## src/rtl/pkt_truncate_if.sv

```systemverilog
// ============================================================================
//  Module      : pkt_truncate_if
//  Description : Upstream/downstream stream handshake bundle for pkt_truncate.
//  Revision    : 1.0 - initial release
// ============================================================================
`default_nettype none

interface pkt_truncate_if #(
    parameter int WIDTH = 32
);
    logic [WIDTH-1:0] i_tdata;
    logic             i_tlast;
    logic             i_tvalid;
    logic             i_tready;
    logic [WIDTH-1:0] o_tdata;
    logic             o_tlast;
    logic             o_tvalid;
    logic             o_tready;

    // Environment side: drives upstream beats and downstream ready
    modport master (
        output i_tdata, i_tlast, i_tvalid, o_tready,
        input  i_tready, o_tdata, o_tlast, o_tvalid
    );

    // Truncator side
    modport slave (
        input  i_tdata, i_tlast, i_tvalid, o_tready,
        output i_tready, o_tdata, o_tlast, o_tvalid
    );
endinterface

`default_nettype wire

```

## src/rtl/pkt_truncate.sv

```systemverilog
// ============================================================================
//  Module      : pkt_truncate
//  Description : Truncates each packet to keep_len beats, discarding the tail.
//  Revision    : 1.0 - initial release
// ============================================================================
`default_nettype none

module pkt_truncate #(
    parameter int WIDTH = 32,
    parameter int LEN_W = 16,
    parameter int CNT_W = 32
) (
    input  wire logic             clk,
    input  wire logic             reset,
    input  wire logic             clear,
    input  wire logic [LEN_W-1:0] keep_len,
    pkt_truncate_if.slave         bus,
    output logic      [CNT_W-1:0] pkt_count,
    output logic      [CNT_W-1:0] drop_count
);

    typedef enum logic [1:0] {
        ST_START = 2'd0,
        ST_PASS  = 2'd1,
        ST_DROP  = 2'd2
    } state_t;

    state_t           r_state;
    state_t           w_state_nxt;
    logic [LEN_W-1:0] r_len;
    logic [LEN_W-1:0] r_cnt;
    logic [LEN_W-1:0] w_len_eff;
    logic [WIDTH-1:0] r_odata;
    logic [WIDTH-1:0] r_sdata;
    logic             r_olast;
    logic             r_slast;
    logic             r_ovalid;
    logic             r_svalid;
    logic             r_itready;
    logic [CNT_W-1:0] r_pkt;
    logic [CNT_W-1:0] r_drop;

    logic w_acc;
    logic w_keep;
    logic w_drop_beat;
    logic w_trunc;
    logic w_last;
    logic w_pop;
    logic w_out_free;
    logic w_svalid_nxt;

    assign w_acc       = bus.i_tvalid & r_itready;
    assign w_keep      = w_acc & (r_state != ST_DROP);
    assign w_drop_beat = w_acc & (r_state == ST_DROP);

    // The first beat of a packet uses the live keep_len; later beats the latched copy
    assign w_len_eff   = (r_state == ST_START) ? keep_len : r_len;
    assign w_trunc     = (w_len_eff != '0) && (r_cnt == w_len_eff - LEN_W'(1));
    assign w_last      = bus.i_tlast | w_trunc;

    assign w_pop       = r_ovalid & bus.o_tready;
    assign w_out_free  = ~r_ovalid | w_pop;

    always_comb begin
        w_state_nxt = r_state;
        if (w_keep) begin
            if (bus.i_tlast)
                w_state_nxt = ST_START;
            else if (w_trunc)
                w_state_nxt = ST_DROP;
            else
                w_state_nxt = ST_PASS;
        end else if (w_drop_beat && bus.i_tlast) begin
            w_state_nxt = ST_START;
        end

        w_svalid_nxt = r_svalid;
        if (w_out_free)
            w_svalid_nxt = 1'b0;
        else if (w_keep)
            w_svalid_nxt = 1'b1;
    end

    always_ff @(posedge clk or negedge reset) begin
        if (!reset) begin
            r_state   <= ST_START;
            r_len     <= '0;
            r_cnt     <= '0;
            r_odata   <= '0;
            r_olast   <= 1'b0;
            r_ovalid  <= 1'b0;
            r_sdata   <= '0;
            r_slast   <= 1'b0;
            r_svalid  <= 1'b0;
            r_itready <= 1'b0;
            r_pkt     <= '0;
            r_drop    <= '0;
        end else if (clear) begin
            r_state   <= ST_START;
            r_cnt     <= '0;
            r_ovalid  <= 1'b0;
            r_svalid  <= 1'b0;
            r_itready <= 1'b1;
            r_pkt     <= '0;
            r_drop    <= '0;
        end else begin
            r_state   <= w_state_nxt;
            // DROP must never stall upstream, regardless of buffer occupancy
            r_itready <= (w_state_nxt == ST_DROP) | ~w_svalid_nxt;
            r_svalid  <= w_svalid_nxt;

            if (w_keep && (r_state == ST_START))
                r_len <= keep_len;

            if (w_keep) begin
                if (w_state_nxt != ST_PASS)
                    r_cnt <= '0;
                else if (r_cnt != '1)
                    r_cnt <= r_cnt + LEN_W'(1);
            end

            if (w_out_free) begin
                if (r_svalid) begin
                    r_odata  <= r_sdata;
                    r_olast  <= r_slast;
                    r_ovalid <= 1'b1;
                end else if (w_keep) begin
                    r_odata  <= bus.i_tdata;
                    r_olast  <= w_last;
                    r_ovalid <= 1'b1;
                end else begin
                    r_ovalid <= 1'b0;
                end
            end else if (w_keep) begin
                r_sdata <= bus.i_tdata;
                r_slast <= w_last;
            end

            if (w_pop && r_olast && (r_pkt != '1))
                r_pkt <= r_pkt + CNT_W'(1);
            if (w_drop_beat && (r_drop != '1))
                r_drop <= r_drop + CNT_W'(1);
        end
    end

    assign bus.i_tready = r_itready;
    assign bus.o_tdata  = r_odata;
    assign bus.o_tlast  = r_olast;
    assign bus.o_tvalid = r_ovalid;
    assign pkt_count    = r_pkt;
    assign drop_count   = r_drop;

endmodule

`default_nettype wire

```

## src/flat_wrapper.sv

```systemverilog
// flat-port wrapper written by rule: the top's interface ports become plain ports
module pkt_truncate_flat 
#(
    parameter int WIDTH = 32,
    parameter int LEN_W = 16,
    parameter int CNT_W = 32
)
  (clk, reset, clear, keep_len, pkt_count, drop_count, bus_i_tdata, bus_i_tlast, bus_i_tvalid, bus_o_tready, bus_i_tready, bus_o_tdata, bus_o_tlast, bus_o_tvalid);
  pkt_truncate_if #(.WIDTH(WIDTH)) bus_i ();
  input  wire logic clk;
  input  wire logic reset;
  input  wire logic clear;
  input  wire logic [LEN_W-1:0] keep_len;
  output logic      [CNT_W-1:0] pkt_count;
  output logic      [CNT_W-1:0] drop_count;
  input wire logic [$bits(bus_i.i_tdata)-1:0] bus_i_tdata;
  input wire logic [$bits(bus_i.i_tlast)-1:0] bus_i_tlast;
  input wire logic [$bits(bus_i.i_tvalid)-1:0] bus_i_tvalid;
  input wire logic [$bits(bus_i.o_tready)-1:0] bus_o_tready;
  output wire logic [$bits(bus_i.i_tready)-1:0] bus_i_tready;
  output wire logic [$bits(bus_i.o_tdata)-1:0] bus_o_tdata;
  output wire logic [$bits(bus_i.o_tlast)-1:0] bus_o_tlast;
  output wire logic [$bits(bus_i.o_tvalid)-1:0] bus_o_tvalid;
  assign bus_i.i_tdata = bus_i_tdata;
  assign bus_i.i_tlast = bus_i_tlast;
  assign bus_i.i_tvalid = bus_i_tvalid;
  assign bus_i.o_tready = bus_o_tready;
  assign bus_i_tready = bus_i.i_tready;
  assign bus_o_tdata = bus_i.o_tdata;
  assign bus_o_tlast = bus_i.o_tlast;
  assign bus_o_tvalid = bus_i.o_tvalid;
  pkt_truncate #(.WIDTH(WIDTH), .LEN_W(LEN_W), .CNT_W(CNT_W)) u_core (.clk(clk), .reset(reset), .clear(clear), .keep_len(keep_len), .bus(bus_i), .pkt_count(pkt_count), .drop_count(drop_count));
endmodule
```

## config.mk

```make
export PLATFORM = sky130hd
export DESIGN_NAME = pkt_truncate_flat
export DESIGN_NICKNAME = d
export VERILOG_FILES = /design/src/rtl/pkt_truncate_if.sv /design/src/rtl/pkt_truncate.sv /design/src/flat_wrapper.sv
export SDC_FILE = /design/constraint.sdc
export NUM_CORES = 1
export LEC_CHECK = 0
export BUFFER_PORTS_ARGS = -buffer_cell sky130_fd_sc_hd__buf_2
export CELL_PAD_IN_SITES_DETAIL_PLACEMENT = 0
export CELL_PAD_IN_SITES_GLOBAL_PLACEMENT = 1
export CORE_MARGIN = 2
export CORE_UTILIZATION = 30
export DETAILED_ROUTE_END_ITERATION = 7
export PLACE_DENSITY_LB_ADDON = 0.1
export SYNTH_ARGS = -nofsm -noshare
export SYNTH_HDL_FRONTEND = slang
export SYNTH_SLANG_ARGS = --single-unit
```

## constraint.sdc

```tcl
create_clock -name clk -period 4.9 [get_ports clk]
set_input_delay 0.245 -clock clk [delete_from_list [all_inputs] [get_ports clk]]
set_output_delay 0.245 -clock clk [all_outputs]
set_load 0.005 [all_outputs]
```

Word-level counts from Yosys, hierarchy flattened
Cells that the tools add are included.
- eq/ne operators: 8
- reductions and logical operators: 18
- add/subtract/negate cells: 4
- bitwise operators: 11
- multiplexer cells: 26
- operators by type and width (kind ; number):
    $mux 32 ; 6
    $mux 16 ; 5
    $add 32x1->32 const B ; 2
    $ne 32x32->1 const B ; 2
    $add 16x1->16 const B ; 1
    $eq 16x16->1 ; 1
    $ne 16x16->1 const B ; 1
    $reduce_bool 16->1 ; 1
    $sub 16x1->16 const B ; 1
    $mux 1 ; 10
    $mux 2 ; 5
    $reduce_bool 2->1 ; 5
    $logic_and 1x1->1 ; 6
    $reduce_and 3->1 ; 2
    $and 1x1->1 ; 4
    $eq 2x2->1 const B ; 2
    $not 1->1 ; 4
    $reduce_and 2->1 ; 2
    $or 1x1->1 ; 3
    $reduce_bool 3->1 ; 1
    $logic_not 2->1 ; 1
    $ne 2x1->1 const B ; 1
    $ne 2x2->1 const B ; 1
- word-level logic and storage cells: 79
- register bits: 167
- output and inout bits: 99
- input bits: 54

Logic depth before layout (Yosys ltp)
- depth in word-level cells: 12
- depth in mapped cells: 14
- gate-level depth less buffers: 11

Worst setup path before layout
No wires, ideal clock.
- kind: register to register
- start point: register u_core.r_state[1]
- end point: register u_core.r_cnt[2]
- arrival: 3.194 ns
- path slack: 1.579 ns
- required time: 4.773 ns
- stages on the path, launching flop included: 15
- path through: dfrtp_1 > buf_6 > nor2_4 > buf_4 > mux2i_1 > ha_1 > nand4_1 > a2111oi_4 > o211ai_2 > a2111oi_2 > and4_4 > a21oi_4 > o21bai_4 > buf_6 > o22ai_2
- word-level cells in the longest chain between the ends: 12
- elaborated cells on any way between the ends: 22
- those cells by class: 1 x add/sub; 4 x eq/ne; 8 x mux; 2 x bitwise; 7 x reduce/logical
- RTL lines (element ; RTL line ; source):
    from (decl) ; pkt_truncate.sv:28 ; state_t r_state;
    from (signal assigned) ; pkt_truncate.sv:107 ; r_state <= w_state_nxt;
    $logic_not 2->1 ; pkt_truncate.sv:57 ; assign w_len_eff = (r_state == ST_START) ? keep_len : r_len;
    $mux 16 ; pkt_truncate.sv:57 ;
    $sub 16x1->16 ; pkt_truncate.sv:58 ; assign w_trunc = (w_len_eff != '0) && (r_cnt == w_len_eff - LEN_W'(1));
    $eq 16x16->1 ; pkt_truncate.sv:58 ;
    $logic_and 1x1->1 ; pkt_truncate.sv:58 ;
    $mux 2 ; pkt_truncate.sv:69 ; else if (w_trunc)
    $mux 2 ; pkt_truncate.sv:67 ; if (bus.i_tlast)
    $mux 2 ; pkt_truncate.sv:66 ; if (w_keep) begin
    $ne 2x1->1 ; pkt_truncate.sv:116 ; if (w_state_nxt != ST_PASS)
    $mux 16 ; pkt_truncate.sv:116 ;
    $mux 16 ; pkt_truncate.sv:115 ; if (w_keep) begin
    $mux 16 ; pkt_truncate.sv:98 ; end else if (clear) begin
    to (signal assigned) ; pkt_truncate.sv:119 ; r_cnt <= r_cnt + LEN_W'(1);
    to (decl) ; pkt_truncate.sv:31 ; logic [LEN_W-1:0] r_cnt;
Parallel ways exist; a longest one is shown, timed or not. The select of a mux whose other input is x is not followed.
A chain may end at the register's enable or synchronous reset.

Final worst setup path
- start point: register u_core.r_state[0]
- end point: register u_core.r_cnt[1]
The elaborated chain is that of the path after synthesis.

==> results.cfg <==
[floorplanning]
start_util = 0.306
dieWidth_um = 173
ios = 153
die_h_um = 173
dieArea_um2 = 29800
core_area_um2 = 27900
num_rows = 61

[critical_path]
cp-end-kind = register
cp_data_required_time_ns = 5.20
r2r_cells = 12
timing.rr.start = u_core.r_state[0]
path_class = register to register
worst-path-max-fanout = 16
rrSetupSlack_ns = 1.36
arrival_ns = 3.83
crit_start = u_core.r_state[0]
crit_path_start_kind = register
rr_endpoint = u_core.r_cnt[1]

[hold_path]
hold_class = input pin to register
min_from = bus_i_tdata[6]
min_path_cells = 2
hold-path-endpoint = u_core.r_sdata[6]

[routing]
dr.pass1.iters = 5
vias_per_cell = 4.73
drc = 0
routedWlPerCell_um = 15.8
vias = 6450
wirelength_um = 21600
ant_nets = 0
first_iter_violations = 284

[synthesis]
syn_avg_cell_area_um2 = 10.3
syn-instance-count = 830
synth-seq-cells = 167
synth_edf_count = 0
syn-num-nets = 888
syn-cell-area_um2 = 8540
ys_async_sr_fraction = 1.00
ys_types = 61
ys_seq_area_frac = 0.489
ys_warn_count = 0
synthFlopType = dfrtp_1

[timing]
min_period_over_period = 0.722
setup_viol = 0
skew_ns = 0.0146
finalHoldViolCount = 0
rsz0062_at_grt = no
slew_headroom = 0.533
setup_tns_ns = 0
layout_min_cycle_time_ns = 3.54
fin_ws_ns = 1.36
tightest_slew_ns = 0.701
drv_slew = 0
clock.fmax_ghz = 0.283

[placement]
dp_hpwl_um = 14800
dp_slack_ns = 1.33
dp.cells = 1331
port_buffers = 152
dpl-instance-area_um2 = 9670
gp_congestion = 0.768

[clock_tree]
insertion_delay_ns = 0.43
cts_resized = 0
ctsLongestPathBuffers = 2
h-tree-depth = 4
numCtsBuffers = 17
cts_sinks = 167
post_cts_buffers = 0
path_clk_slew_ns = 0.07
cts_tree = done
cts_root_buffer = clkbuf_16

[finish]
syn2layout_area_growth_pct = 20.5
fill_cells = 2891
layout-drive-gt1-share = 0.270
final_cells = 1365
fin_nets = 1031
fin_area_um2 = 10300

[flow_run]
drv_cap = 0

[global_route]
grt_use_total = 0.151
grt_start_max_net_pins = 101
gr-total-overflow = 0
grt_pass1_vias = 6507
grt_pass1_wl_um = 36400
antenna_found_initial = 1

[power_and_ir_drop]
p_leak_nw = 4.59
power.total_mw = 3.44
power_density_nw_per_um2 = 334
ir_worst_vdd_mv = 0.265

[status]
outcome = completed
worst max-delay path: stages, from the launching register on:
cell,delay [ns]
dfrtp_1,0.41
buf_4,0.21
nor2_4,0.13
mux2i_1,0.28
ha_1,0.28
nand4_1,0.21
a2111oi_4,0.47
o211ai_2,0.15
a2111oi_2,0.33
and4_4,0.30
a21oi_4,0.14
o21bai_4,0.34
o21ai_0,0.15
metal layers:
metal	wire [µm]	vias up	global-route usage
met1	10500	3071	0.206
li1	-	3218	-
met4	255	0	0.0417
met2	9420	144	0.226
met5	0	-	0
met3	1490	17	0.0528
final cells by class:
cell class | instances | area, µm² | area share
antenna | 1 | 2.50 | 0.000243
timing repair buffer | 162 | 857 | 0.0833
tap | 378 | 473 | 0.0460
clock inverter | 12 | 141 | 0.0137
clock buffer | 20 | 457 | 0.0444
inverter | 7 | 26.3 | 0.00255
sequential | 167 | 4180 | 0.406
multi-input combinational | 618 | 4150 | 0.403
cells in the final DEF, fill, tap and decap left out, types with 3 or more instances in the layout:
| cell | count |
|---|---|
| inv_1 | 7 |
| nand3_1 | 31 |
| a31oi_1 | 6 |
| ha_1 | 4 |
| nor4_1 | 9 |
| a21o_1 | 3 |
| a21oi_1 | 25 |
| xnor2_1 | 36 |
| nor2_1 | 94 |
| o21ai_0 | 54 |
| dfrtp_1 | 166 |
| and2_1 | 3 |
| a211o_1 | 3 |
| mux2_2 | 49 |
| clkbuf_16 | 17 |
| nor2b_1 | 5 |
| mux2i_1 | 49 |
| nor3_2 | 4 |
| and4_1 | 12 |
| or3_1 | 18 |
| xor2_1 | 40 |
| nor3_1 | 14 |
| clkinvlp_4 | 4 |
| inv_6 | 3 |
| buf_4 | 8 |
| nand4_1 | 17 |
| and3_1 | 13 |
| nand2_1 | 84 |
| buf_2 | 151 |
registers in the layout (all words and copies together) (netlist names):
name and cells:
u_core.bus.o_tvalid 1, u_core.r_cnt 16, u_core.r_slast 1, u_core.r_svalid 1, u_core.r_sdata 32, u_core.r_len 16
u_core.drop_count 32, u_core.bus.o_tlast 1, u_core.bus.o_tdata 32, u_core.bus.i_tready 1, u_core.r_state 2, u_core.pkt_count 32
where the power goes:
group          leakage (nW)  internal (mW)  switching (mW)  total, mW
registers              2.18           1.53          0.0890       1.62
logic                  2.12          0.203           0.218      0.420
clock network         0.282          0.787           0.612       1.40
per-stage QoR:
| step | util | hold slack (ns) |
|---|---|---|
| 2_1_floorplan | - | -0.0506 |
| 3_3_place_gp | 0.346 | 0.312 |
| 3_5_place_dp | 0.346 | 0.313 |
| 4_1_cts | 0.368 | 0.0311 |
| 5_1_grt | 0.368 | 0.0333 |
| 6_report | 0.368 | 0.0557 |
cells by family (layout without fill, tap and decap cells):
group                      after synthesis  count (layout)  share of synthesized area
xor gates and xnor gates                76              76                     0.0780
and+or+nand+nor                        322             322                      0.187
AOI/OAI and AO/OA                      118             118                     0.0923
buffers and inverters                   45             201                     0.0254
adders and majority gates                4               4                    0.00586
DFF                                    167             167                      0.489
muxes                                   98              98                      0.122
other                                    0               1                          0
what timing repair did:
action,CTS,global route
hold endpoints to repair,67,0
hold buffers,1,0
endpoints found under the setup margin,0,0
cells in the mapped netlist, types with 2 or more instances:
master,n,area [µm²]
dfrtp_1,167,4180
nor2_1,94,353
nand2_1,84,315
o21ai_0,54,270
mux2_2,49,552
mux2i_1,49,490
xor2_1,40,350
xnor2_1,36,315
nand3_1,31,155
clkbuf_1,27,101
a21oi_1,25,125
or3_1,18,113
nand4_1,17,106
nor3_1,15,75.1
and3_1,13,81.3
and4_1,12,105
nor4_1,9,56.3
inv_1,7,26.3
a31oi_1,6,37.5
buf_2,5,25.0
buf_6,5,56.3
nor2b_1,5,31.3
ha_1,4,50.1
a211o_1,3,26.3
a21o_1,3,22.5
and2_1,3,18.8
nor3_2,3,30.0
a211oi_1,2,15.0
a21oi_2,2,17.5
a21oi_4,2,32.5
a22oi_2,2,25.0
nand2b_1,2,12.5
nor3b_1,2,15.0
o211ai_1,2,15.0
o21a_1,2,15.0
o21ai_1,2,10.0
or2_1,2,12.5
or2_2,2,12.5
or4_1,2,15.0
worst max-delay path by stage:
| stage | end | slack, ns | depth (start not counted) |
|---|---|---|---|
| global placement | u_core.r_cnt[9] | 1.42 | 12 |
| CTS | u_core.r_cnt[1] | 1.32 | 12 |
| finish | u_core.r_cnt[1] | 1.36 | 12 |
| floorplan | u_core.r_cnt[2] | 1.58 | 14 |
| detailed placement | u_core.r_cnt[1] | 1.33 | 12 |
| global route | u_core.r_cnt[9] | 1.02 | 12 |
Power figures use the tool's default switching activity.
